==> config.mk <==
export PLATFORM = sky130hd
export DESIGN_NAME = binary_search_engine
export DESIGN_NICKNAME = d
export VERILOG_FILES = /design/src/rtl/binary_search_engine_pkg.sv /design/src/rtl/binary_search_engine.sv
export SDC_FILE = /design/constraint.sdc
export NUM_CORES = 1
export LEC_CHECK = 0
export ABC_AREA = 1
export BUFFER_PORTS_ARGS = -buffer_cell sky130_fd_sc_hd__buf_2
export CAP_MARGIN = 10
export CORE_ASPECT_RATIO = 0.5
export CORE_MARGIN = 2
export CORE_UTILIZATION = 44
export CTS_BUF_LIST = sky130_fd_sc_hd__clkbuf_4
export DETAILED_ROUTE_END_ITERATION = 6
export PLACE_DENSITY = 0.66
export REMOVE_ABC_BUFFERS = 1
export SYNTH_ARGS = -nofsm -noshare
export SYNTH_HDL_FRONTEND = slang
export SYNTH_SLANG_ARGS = --single-unit
==> constraint.sdc <==
create_clock -name clk -period 2.98 [get_ports clk]
set_input_delay 0.149 -clock clk [delete_from_list [all_inputs] [get_ports clk]]
set_output_delay 0.149 -clock clk [all_outputs]
set_load 0.02 [all_outputs]
==> src/rtl/binary_search_engine_pkg.sv <==
// ----------------------------------------------------------------------------
// bsearch_pkg
//   Shared definitions for binary_search_engine:
//     - bse_state_t  : FSM state encoding (IDLE, READ, WAIT, CMP, DONE)
//     - worst_probes : number of probes needed in the worst case for a table
//                      of 'depth' entries, i.e. ceil(log2(depth+1)), which is
//                      the bit length of 'depth'.
// ----------------------------------------------------------------------------
package bsearch_pkg;

    typedef enum logic [2:0] {
        IDLE = 3'd0,
        READ = 3'd1,
        WAIT = 3'd2,
        CMP  = 3'd3,
        DONE = 3'd4
    } bse_state_t;

    function automatic int worst_probes(input int depth);
        int probes;
        int span;
        probes = 0;
        span   = depth;
        while (span > 0) begin
            span   = span >> 1;
            probes = probes + 1;
        end
        return probes;
    endfunction

endpackage

==> src/rtl/binary_search_engine.sv <==
// ----------------------------------------------------------------------------
// binary_search_engine
//   Self-sequencing binary search over an ascending-sorted synchronous memory.
//   A client pulses 'start' with a 'key'; the engine probes the memory over a
//   half-open interval [lo, hi), waits out the read latency, compares, narrows
//   the interval, and finally pulses 'done' with 'found'/'index'.
//
//   Configuration macro: BSEARCH_LOWER_BOUND_EN
//     defined   : on a miss, index = final lo (first address whose word
//                 exceeds key; may equal DEPTH)
//     undefined : on a miss, index = 0
//
//   Parameters
//     DATA_W  key / memory word width (unsigned)
//     ADDR_W  memory address width
//     DEPTH   number of valid entries, 1 <= DEPTH <= 2^ADDR_W
//     MEM_LAT read latency from mem_rd to valid mem_data, >= 1
//
//   Ports
//     clk       in   clock, rising edge
//     rst       in   synchronous active-high reset
//     start     in   search request, sampled only while idle
//     key       in   search key, captured when start is accepted
//     mem_addr  out  probe address
//     mem_rd    out  one-cycle read strobe per probe
//     mem_data  in   memory word, valid MEM_LAT cycles after mem_rd
//     busy      out  high from the cycle after start until DONE inclusive
//     done      out  one-cycle result-valid pulse
//     found     out  key present
//     index     out  match address or insertion point (ADDR_W+1 bits)
// ----------------------------------------------------------------------------
module binary_search_engine
    import bsearch_pkg::*;
#(
    parameter int DATA_W  = 8,
    parameter int ADDR_W  = 5,
    parameter int DEPTH   = 32,
    parameter int MEM_LAT = 1
) (
    input  logic              clk,
    input  logic              rst,
    input  logic              start,
    input  logic [DATA_W-1:0] key,
    output logic [ADDR_W-1:0] mem_addr,
    output logic              mem_rd,
    input  logic [DATA_W-1:0] mem_data,
    output logic              busy,
    output logic              done,
    output logic              found,
    output logic [ADDR_W:0]   index
);

    localparam int IW        = ADDR_W + 1;
    localparam int CNT_W     = (MEM_LAT > 1) ? $clog2(MEM_LAT) : 1;
    // Last value of the wait counter before moving on to CMP; only
    // meaningful when MEM_LAT > 1 (WAIT is unreachable otherwise).
    localparam int WAIT_LAST = (MEM_LAT > 1) ? (MEM_LAT - 2) : 0;

    bse_state_t        r_state;
    logic [IW-1:0]     r_lo;
    logic [IW-1:0]     r_hi;
    logic [DATA_W-1:0] r_key;
    logic              r_found;
    logic [IW-1:0]     r_index;
    logic [CNT_W-1:0]  r_wait;

    bse_state_t        w_state_nxt;
    logic [IW-1:0]     w_lo_nxt;
    logic [IW-1:0]     w_hi_nxt;
    logic [DATA_W-1:0] w_key_nxt;
    logic              w_found_nxt;
    logic [IW-1:0]     w_index_nxt;
    logic [CNT_W-1:0]  w_wait_nxt;
    logic [IW-1:0]     w_mid;

    // lo + (hi-lo)/2 avoids the overflow that (lo+hi)/2 would have at the
    // top of the address range; with lo < hi, mid is always < hi <= DEPTH.
    assign w_mid = r_lo + ((r_hi - r_lo) >> 1);

    assign found = r_found;
    assign index = r_index;

    // ------------------------------------------------------------------------
    // State and datapath registers
    // ------------------------------------------------------------------------
    // NOTE: sequential state uses non-blocking assignments so every register
    // samples the pre-edge values of the others, independent of statement order.
    always_ff @(posedge clk) begin
        if (rst) begin
            r_state <= IDLE;
            r_lo    <= '0;
            r_hi    <= '0;
            r_key   <= '0;
            r_found <= 1'b0;
            r_index <= '0;
            r_wait  <= '0;
        end else begin
            r_state <= w_state_nxt;
            r_lo    <= w_lo_nxt;
            r_hi    <= w_hi_nxt;
            r_key   <= w_key_nxt;
            r_found <= w_found_nxt;
            r_index <= w_index_nxt;
            r_wait  <= w_wait_nxt;
        end
    end

    // ------------------------------------------------------------------------
    // Next-state, datapath update and outputs
    // ------------------------------------------------------------------------
    always_comb begin
        // NOTE: every signal written here gets a default first, so no path
        // through the case statement can leave one unassigned (no latches).
        w_state_nxt = r_state;
        w_lo_nxt    = r_lo;
        w_hi_nxt    = r_hi;
        w_key_nxt   = r_key;
        w_found_nxt = r_found;
        w_index_nxt = r_index;
        w_wait_nxt  = r_wait;
        mem_addr    = '0;
        mem_rd      = 1'b0;
        busy        = 1'b0;
        done        = 1'b0;

        unique case (r_state)
            IDLE: begin
                if (start) begin
                    w_key_nxt   = key;
                    w_lo_nxt    = '0;
                    w_hi_nxt    = IW'(DEPTH);
                    w_found_nxt = 1'b0;
                    w_state_nxt = READ;
                end
            end

            READ: begin
                busy       = 1'b1;
                mem_rd     = 1'b1;
                mem_addr   = w_mid[ADDR_W-1:0];
                w_wait_nxt = '0;
                w_state_nxt = (MEM_LAT == 1) ? CMP : WAIT;
            end

            WAIT: begin
                busy = 1'b1;
                if (r_wait == CNT_W'(WAIT_LAST)) begin
                    w_state_nxt = CMP;
                end else begin
                    w_wait_nxt = r_wait + CNT_W'(1);
                end
            end

            CMP: begin
                busy = 1'b1;
                // lo/hi are unchanged since READ, so w_mid is still the
                // address whose word is now on mem_data.
                if (r_key == mem_data) begin
                    w_found_nxt = 1'b1;
                    w_index_nxt = w_mid;
                    w_state_nxt = DONE;
                end else begin
                    if (r_key > mem_data) begin
                        w_lo_nxt = w_mid + IW'(1);
                    end else begin
                        w_hi_nxt = w_mid;
                    end

                    if (w_lo_nxt == w_hi_nxt) begin
                        w_found_nxt = 1'b0;
`ifdef BSEARCH_LOWER_BOUND_EN
                        w_index_nxt = w_lo_nxt;
`else
                        w_index_nxt = '0;
`endif
                        w_state_nxt = DONE;
                    end else begin
                        w_state_nxt = READ;
                    end
                end
            end

            DONE: begin
                busy        = 1'b1;
                done        = 1'b1;
                w_state_nxt = IDLE;
            end

            default: begin
                w_state_nxt = IDLE;
            end
        endcase
    end

endmodule

* After elaboration in Yosys (flattened, before gate mapping)
Cells that the tools add are included.
** Cells by class
- Order comparisons :: 1
- Eq/ne operators :: 10
- Add/subtract/negate cells :: 4
- Muxes and demuxes :: 29
- Reduce and logical (&&, ||, !) cells :: 10
** Operator list (number)
- $mux W6 :: 12
- $pmux W6 S2 :: 2
- $mux W3 :: 4
- $pmux W3 S4 :: 1
- $eq A8 B8 Y1 :: 1
- $gt A8 B8 Y1 :: 1
- $mux W1 :: 7
- $add A6 B1 Y6 const B :: 1
- $add A6 B5 Y6 :: 1
- $eq A3 B2 Y1 const B :: 2
- $eq A6 B6 Y1 :: 1
- $ne A2 B2 Y1 const B :: 3
- $reduce_and A2 Y1 :: 3
- $reduce_and A3 Y1 :: 2
- $reduce_bool A2 Y1 :: 3
- $sub A6 B6 Y6 :: 1
- $mux W5 :: 1
- $pmux W1 S2 :: 2
- $reduce_or A4 Y1 :: 1
- $eq A3 B1 Y1 const B :: 1
- $eq A3 B3 Y1 const B :: 1
- $logic_not A3 Y1 :: 1
- $ne A3 B3 Y1 const B :: 1
- $add A1 B1 Y1 const B :: 1
** Word-level totals
- Register bits :: 31
- Bits of input ports :: 19
- Word-level logic and storage cells :: 61
- Output and inout bits :: 15

* Logic depth before layout (Yosys ltp)
- Depth after elaboration :: 10
- Mapped depth :: 25
- Gate-level depth less buffers :: 25

* Least setup slack after synthesis
No wires, ideal clock.
- Kind :: register -> register
- Start point :: register r_lo[2]
- End point :: register r_index[2] (netlist: index[2])
- Arrival time :: 2.878 ns
- Setup time :: 0.120 ns
- Setup slack :: -0.018 ns
- Clock period less this slack :: 2.998 ns
- Stages on the path, launching flop included :: 23
- Data required time :: 2.860 ns
- Path through :: dfxtp_1 -> inv_1 -> ha_1 -> a21oi_1 -> o21ai_0 -> a21o_1 -> a21oi_1 -> xor2_1 -> ha_1 -> a21oi_1 -> nand3_1 -> nand2_1 -> nand2_1 -> nand2_1 -> nand2_1 -> nand2_1 -> nand3_1 -> nand2_1 -> nand3_2 -> nand2_4 -> nand2_4 -> nand2_2 -> a21oi_2
** Between the ends
- Longest elaborated chain between the ends :: 9
** RTL lines
- from (decl) :: line binary_search_engine.sv:60 : logic [IW-1:0] r_lo;
- from (signal assigned) :: line binary_search_engine.sv:99 : r_lo <= w_lo_nxt;
- $sub A6 B6 Y6 :: line binary_search_engine.sv:78 : assign w_mid = r_lo + ((r_hi - r_lo) >> 1);
- $add A6 B5 Y6 :: line binary_search_engine.sv:78
- $add A6 B1 Y6 :: line binary_search_engine.sv:164 : w_lo_nxt = w_mid + IW'(1);
- $mux W6 :: line binary_search_engine.sv:163 : if (r_key > mem_data) begin
- $mux W6 :: line binary_search_engine.sv:158 : if (r_key == mem_data) begin
- $mux W6 :: line binary_search_engine.sv:126 : unique case (r_state)
- $eq A6 B6 Y1 :: line binary_search_engine.sv:169 : if (w_lo_nxt == w_hi_nxt) begin
- $reduce_bool A2 Y1 (no source line)
- $reduce_and A2 Y1 (no source line)
- to (signal assigned) :: line binary_search_engine.sv:103 : r_index <= w_index_nxt;
- to (decl) :: line binary_search_engine.sv:64 : logic [IW-1:0] r_index;
Parallel ways exist; a longest one is shown, timed or not. The select of a mux whose other input is x is not followed.
A chain may end at the register's enable or synchronous reset.

* Worst setup path after layout
- Start point :: register r_lo[2]
- End point :: register r_index[3] (netlist: index[3])
Same word-level chain as after synthesis.

==> run metrics <==
final routed wirelength across all metal layers 6680 µm; GRT Residual Overflow 0; detailed-route DRC error count 0; cell count after placement 501; nature of the critical path startpoint flip-flop; number of optimization iterations in the first detailed-route pass 4; worst-case clock buffer depth 2; RSZ-0062 raised after global routing true; Worst Path Class, Setup reg2reg; antenna violations before repair 0; Die Y-Extent 56.0 µm; area enclosed by the die boundary 0.00605 mm²; hold violation total from the final report 0; final standard cell count with taps included and fillers excluded 517; Core Box Area 0.00507 mm²; destination of the worst register-to-register timing path index[3]; number of H-tree levels 2; number of nets in the finished design 486; Syn-to-layout area delta 36.2%; cell depth of the worst flop-to-flop path 25; maximum number of pins on one net before global-route repair 28; synthesized netlist cell count 370; library cell occupying the most area in the post-synthesis netlist dfxtp_1; final setup violating endpoints 10; final cycle utilization of the critical path 1.10; global-route wire length before repair 11000 µm; average detailed-routed wire length per instance 12.9 µm; vias in the first global route 2391; reported leakage power 0.00160 µW; Antenna Cells 0; min-delay src key[1]; number of DRC markers after the initial detailed-route iteration 137; number of primary I/O pins 34; worst-case setup margin in the final layout -0.287 ns; Syn. warnings 0; RePlAce Congestion 0.896; number of antenna-violating nets in the routed design 0; detailed placer's ending HPWL 4770 µm; Critical Path Sink Type flip-flop; TritonCTS Buffers 5; CTS tree yes; vias post-DR 2614; hold-critical path depth 3; clock latency on the worst-skew pair 0.35 ns; horizontal extent of the die 108 µm; number of unique standard cell types used by synthesis 33; CP arrival 3.49 ns; Critical Path RT 3.20 ns; dpl ws -0.329 ns; final worst hold slack 0.0245 ns; fraction of final layout cells with drive strength greater than 1 0.365; count of buffers from port buffering 33; Max Clock Skew 0.00816 ns; worst ir drop on vdd 0.237 mV; number of cell rows 18; FILL cells 468; sequential share of the synthesized area 0.252; internal reg-to-reg setup slack -0.29 ns; crit-path max FO 6; Root Driver clkbuf_4; relative slew slack 0.662; status finished, violations left; Fmax achieved 306 MHz; post-synthesis sequential element count 30; starting density of the core 0.470; Least-Margin Pin Slew 0.505 ns; startpoint of the worst register-to-register path r_lo[2]; clock edge transition at the registers on the reported setup and hold paths 0.11 ns; max-slew violation count 0; total routing usage reported by global routing 0.229; power per cell area 361 mW/mm²; number of maximum-capacitance violations 0; final design utilization 0.640; worst hold path class in2reg; synthesized cell area 0.00238 mm²; Synth area leaders dfxtp_1, nand2_1, ha_1, inv_1, nand3_1; mean area per synthesized cell 6.44 µm²; number of vias per cell 5.06; Min Clock Period, post-route 3.27 ns; Sink Count 30; Worst Hold End r_key[1]; failing checks negative setup slack; area fraction of the dominant cell type after synthesis 0.252
-- cells by family (layout without fill, tap and decap cells) --
| logic type | after synthesis | count (layout) | share of synthesized area |
|---|---|---|---|
| adders and majority gates | 21 | 21 | 0.117 |
| xor gates and xnor gates | 9 | 9 | 0.0331 |
| AOI/OAI and AO/OA | 47 | 47 | 0.116 |
| and+or+nand+nor | 207 | 207 | 0.383 |
| buffers and inverters | 56 | 133 | 0.0993 |
| DFF | 30 | 30 | 0.252 |
-- worst max path at each step --
stage	startpoint	to	slack, ns	depth (start not counted)
after global placement	r_lo[1]	index[0]	-0.21	25
after floorplan	r_lo[2]	index[1]	-0.02	22
final	r_lo[2]	index[3]	-0.29	25
after global routing	r_lo[2]	index[2]	-0.51	24
after detailed placement	r_hi[1]	index[3]	-0.33	19
after CTS	r_lo[0]	index[3]	-0.19	20
-- area by class of cell --
class                           instances  area [µm²]  area share
Multi-Input combinational cell        284        1800       0.555
Inverter                               48         180      0.0555
Clock inverter                          3        16.3     0.00501
Sequential cell                        30         612       0.189
Tap cell                               70        87.6      0.0270
Clock buffer                            5        37.5      0.0116
Timing Repair Buffer                   77         512       0.158
-- metrics by stage --
stage	area (µm²)	power (µW)	TNS, ns
floorplan	2330	724	-0.112
global placement	2850	856	-1.74
detailed placement	2850	866	-2.76
CTS	3050	1150	-1.39
global route	3250	1260	-4.81
finish	3250	1170	-2.36
-- power breakdown --
| part | internal, µW | switching (µW) | total [µW] | leakage, µW |
|---|---|---|---|---|
| combinational | 185 | 302 | 487 | 0.00132 |
| clock | 87.6 | 162 | 249 | 0.0000286 |
| sequential | 420 | 14.0 | 434 | 0.000247 |
| total | 693 | 478 | 1170 | 0.00160 |
-- Yosys cell counts, drive strengths merged --
| cell | instances |
|---|---|
| inv | 47 |
| o21ai | 15 |
| a211oi | 1 |
| nand3 | 25 |
| nor2 | 36 |
| a21oi | 27 |
| xor2 | 6 |
| ha | 19 |
| a21o | 2 |
| nand4 | 3 |
| fa | 2 |
| dfxtp | 30 |
| a221o | 1 |
| clkbuf | 1 |
| nor3 | 1 |
| nand2 | 139 |
| nor4 | 1 |
| buf | 7 |
| a21boi | 1 |
| nand3b | 2 |
| xnor2 | 3 |
| clkinv | 1 |
-- what timing repair did --
| action | in CTS | in global routing |
|---|---|---|
| pin swaps | 20 | 33 |
| buffers inserted | 3 | 5 |
| resized for setup | 36 | 39 |
| endpoints found under the setup margin | 12 | 13 |
| hold endpoints to repair | 0 | 0 |
| hold buffers | 0 | 0 |
-- layout by cell type (no fill, tap or decap), drive strengths merged --
cell type / netlist / layout
nand2: 139 / 139
buf: 7 / 77
inv: 47 / 47
nor2: 36 / 36
dfxtp: 30 / 30
a21oi: 27 / 27
nand3: 25 / 25
ha: 19 / 19
o21ai: 15 / 15
xor2: 6 / 6
clkbuf: 1 / 5
xnor2: 3 / 3
clkinv: 1 / 3
nand4: 3 / 3
a21o: 2 / 2
nand3b: 2 / 2
fa: 2 / 2
nor3: 1 / 1
nor4: 1 / 1
a21boi: 1 / 1
a221o: 1 / 1
a211oi: 1 / 1
clkinvlp: 0 / 1
-- sequential cells by signal, summed over array words and instances, names as in the netlist --
signal	count
r_hi	6
r_key	8
r_state	3
index	6
r_lo	6
found	1
-- critical path: stages, from the launching register on --
cell     delay [ns]
dfxtp_2        0.35
inv_2          0.05
ha_4           0.28
buf_4          0.12
nand2_1        0.06
o21ai_2        0.17
xor2_1         0.22
ha_1           0.31
buf_4          0.17
nand2_1        0.08
inv_1          0.04
nand2_1        0.13
nand3_2        0.10
nand2_1        0.10
nand2_2        0.06
buf_4          0.14
nand2_2        0.06
o21ai_2        0.06
inv_2          0.06
nand2_1        0.05
nand2_1        0.08
nand3_2        0.10
nand2_4        0.12
nand2_8        0.10
nand2_4        0.09
a21oi_2        0.05
-- metal layers --
metal / part of all wire / up-vias / GRT usage
met3: 0.060 / 9 / 0.0410
li1: - / 1328 / -
met2: 0.46 / 85 / 0.376
met1: 0.47 / 1192 / 0.306
met5: 0 / - / 0
met4: 0.013 / 0 / 0.0696
No activity file was read; power rests on OpenSTA's default activity.
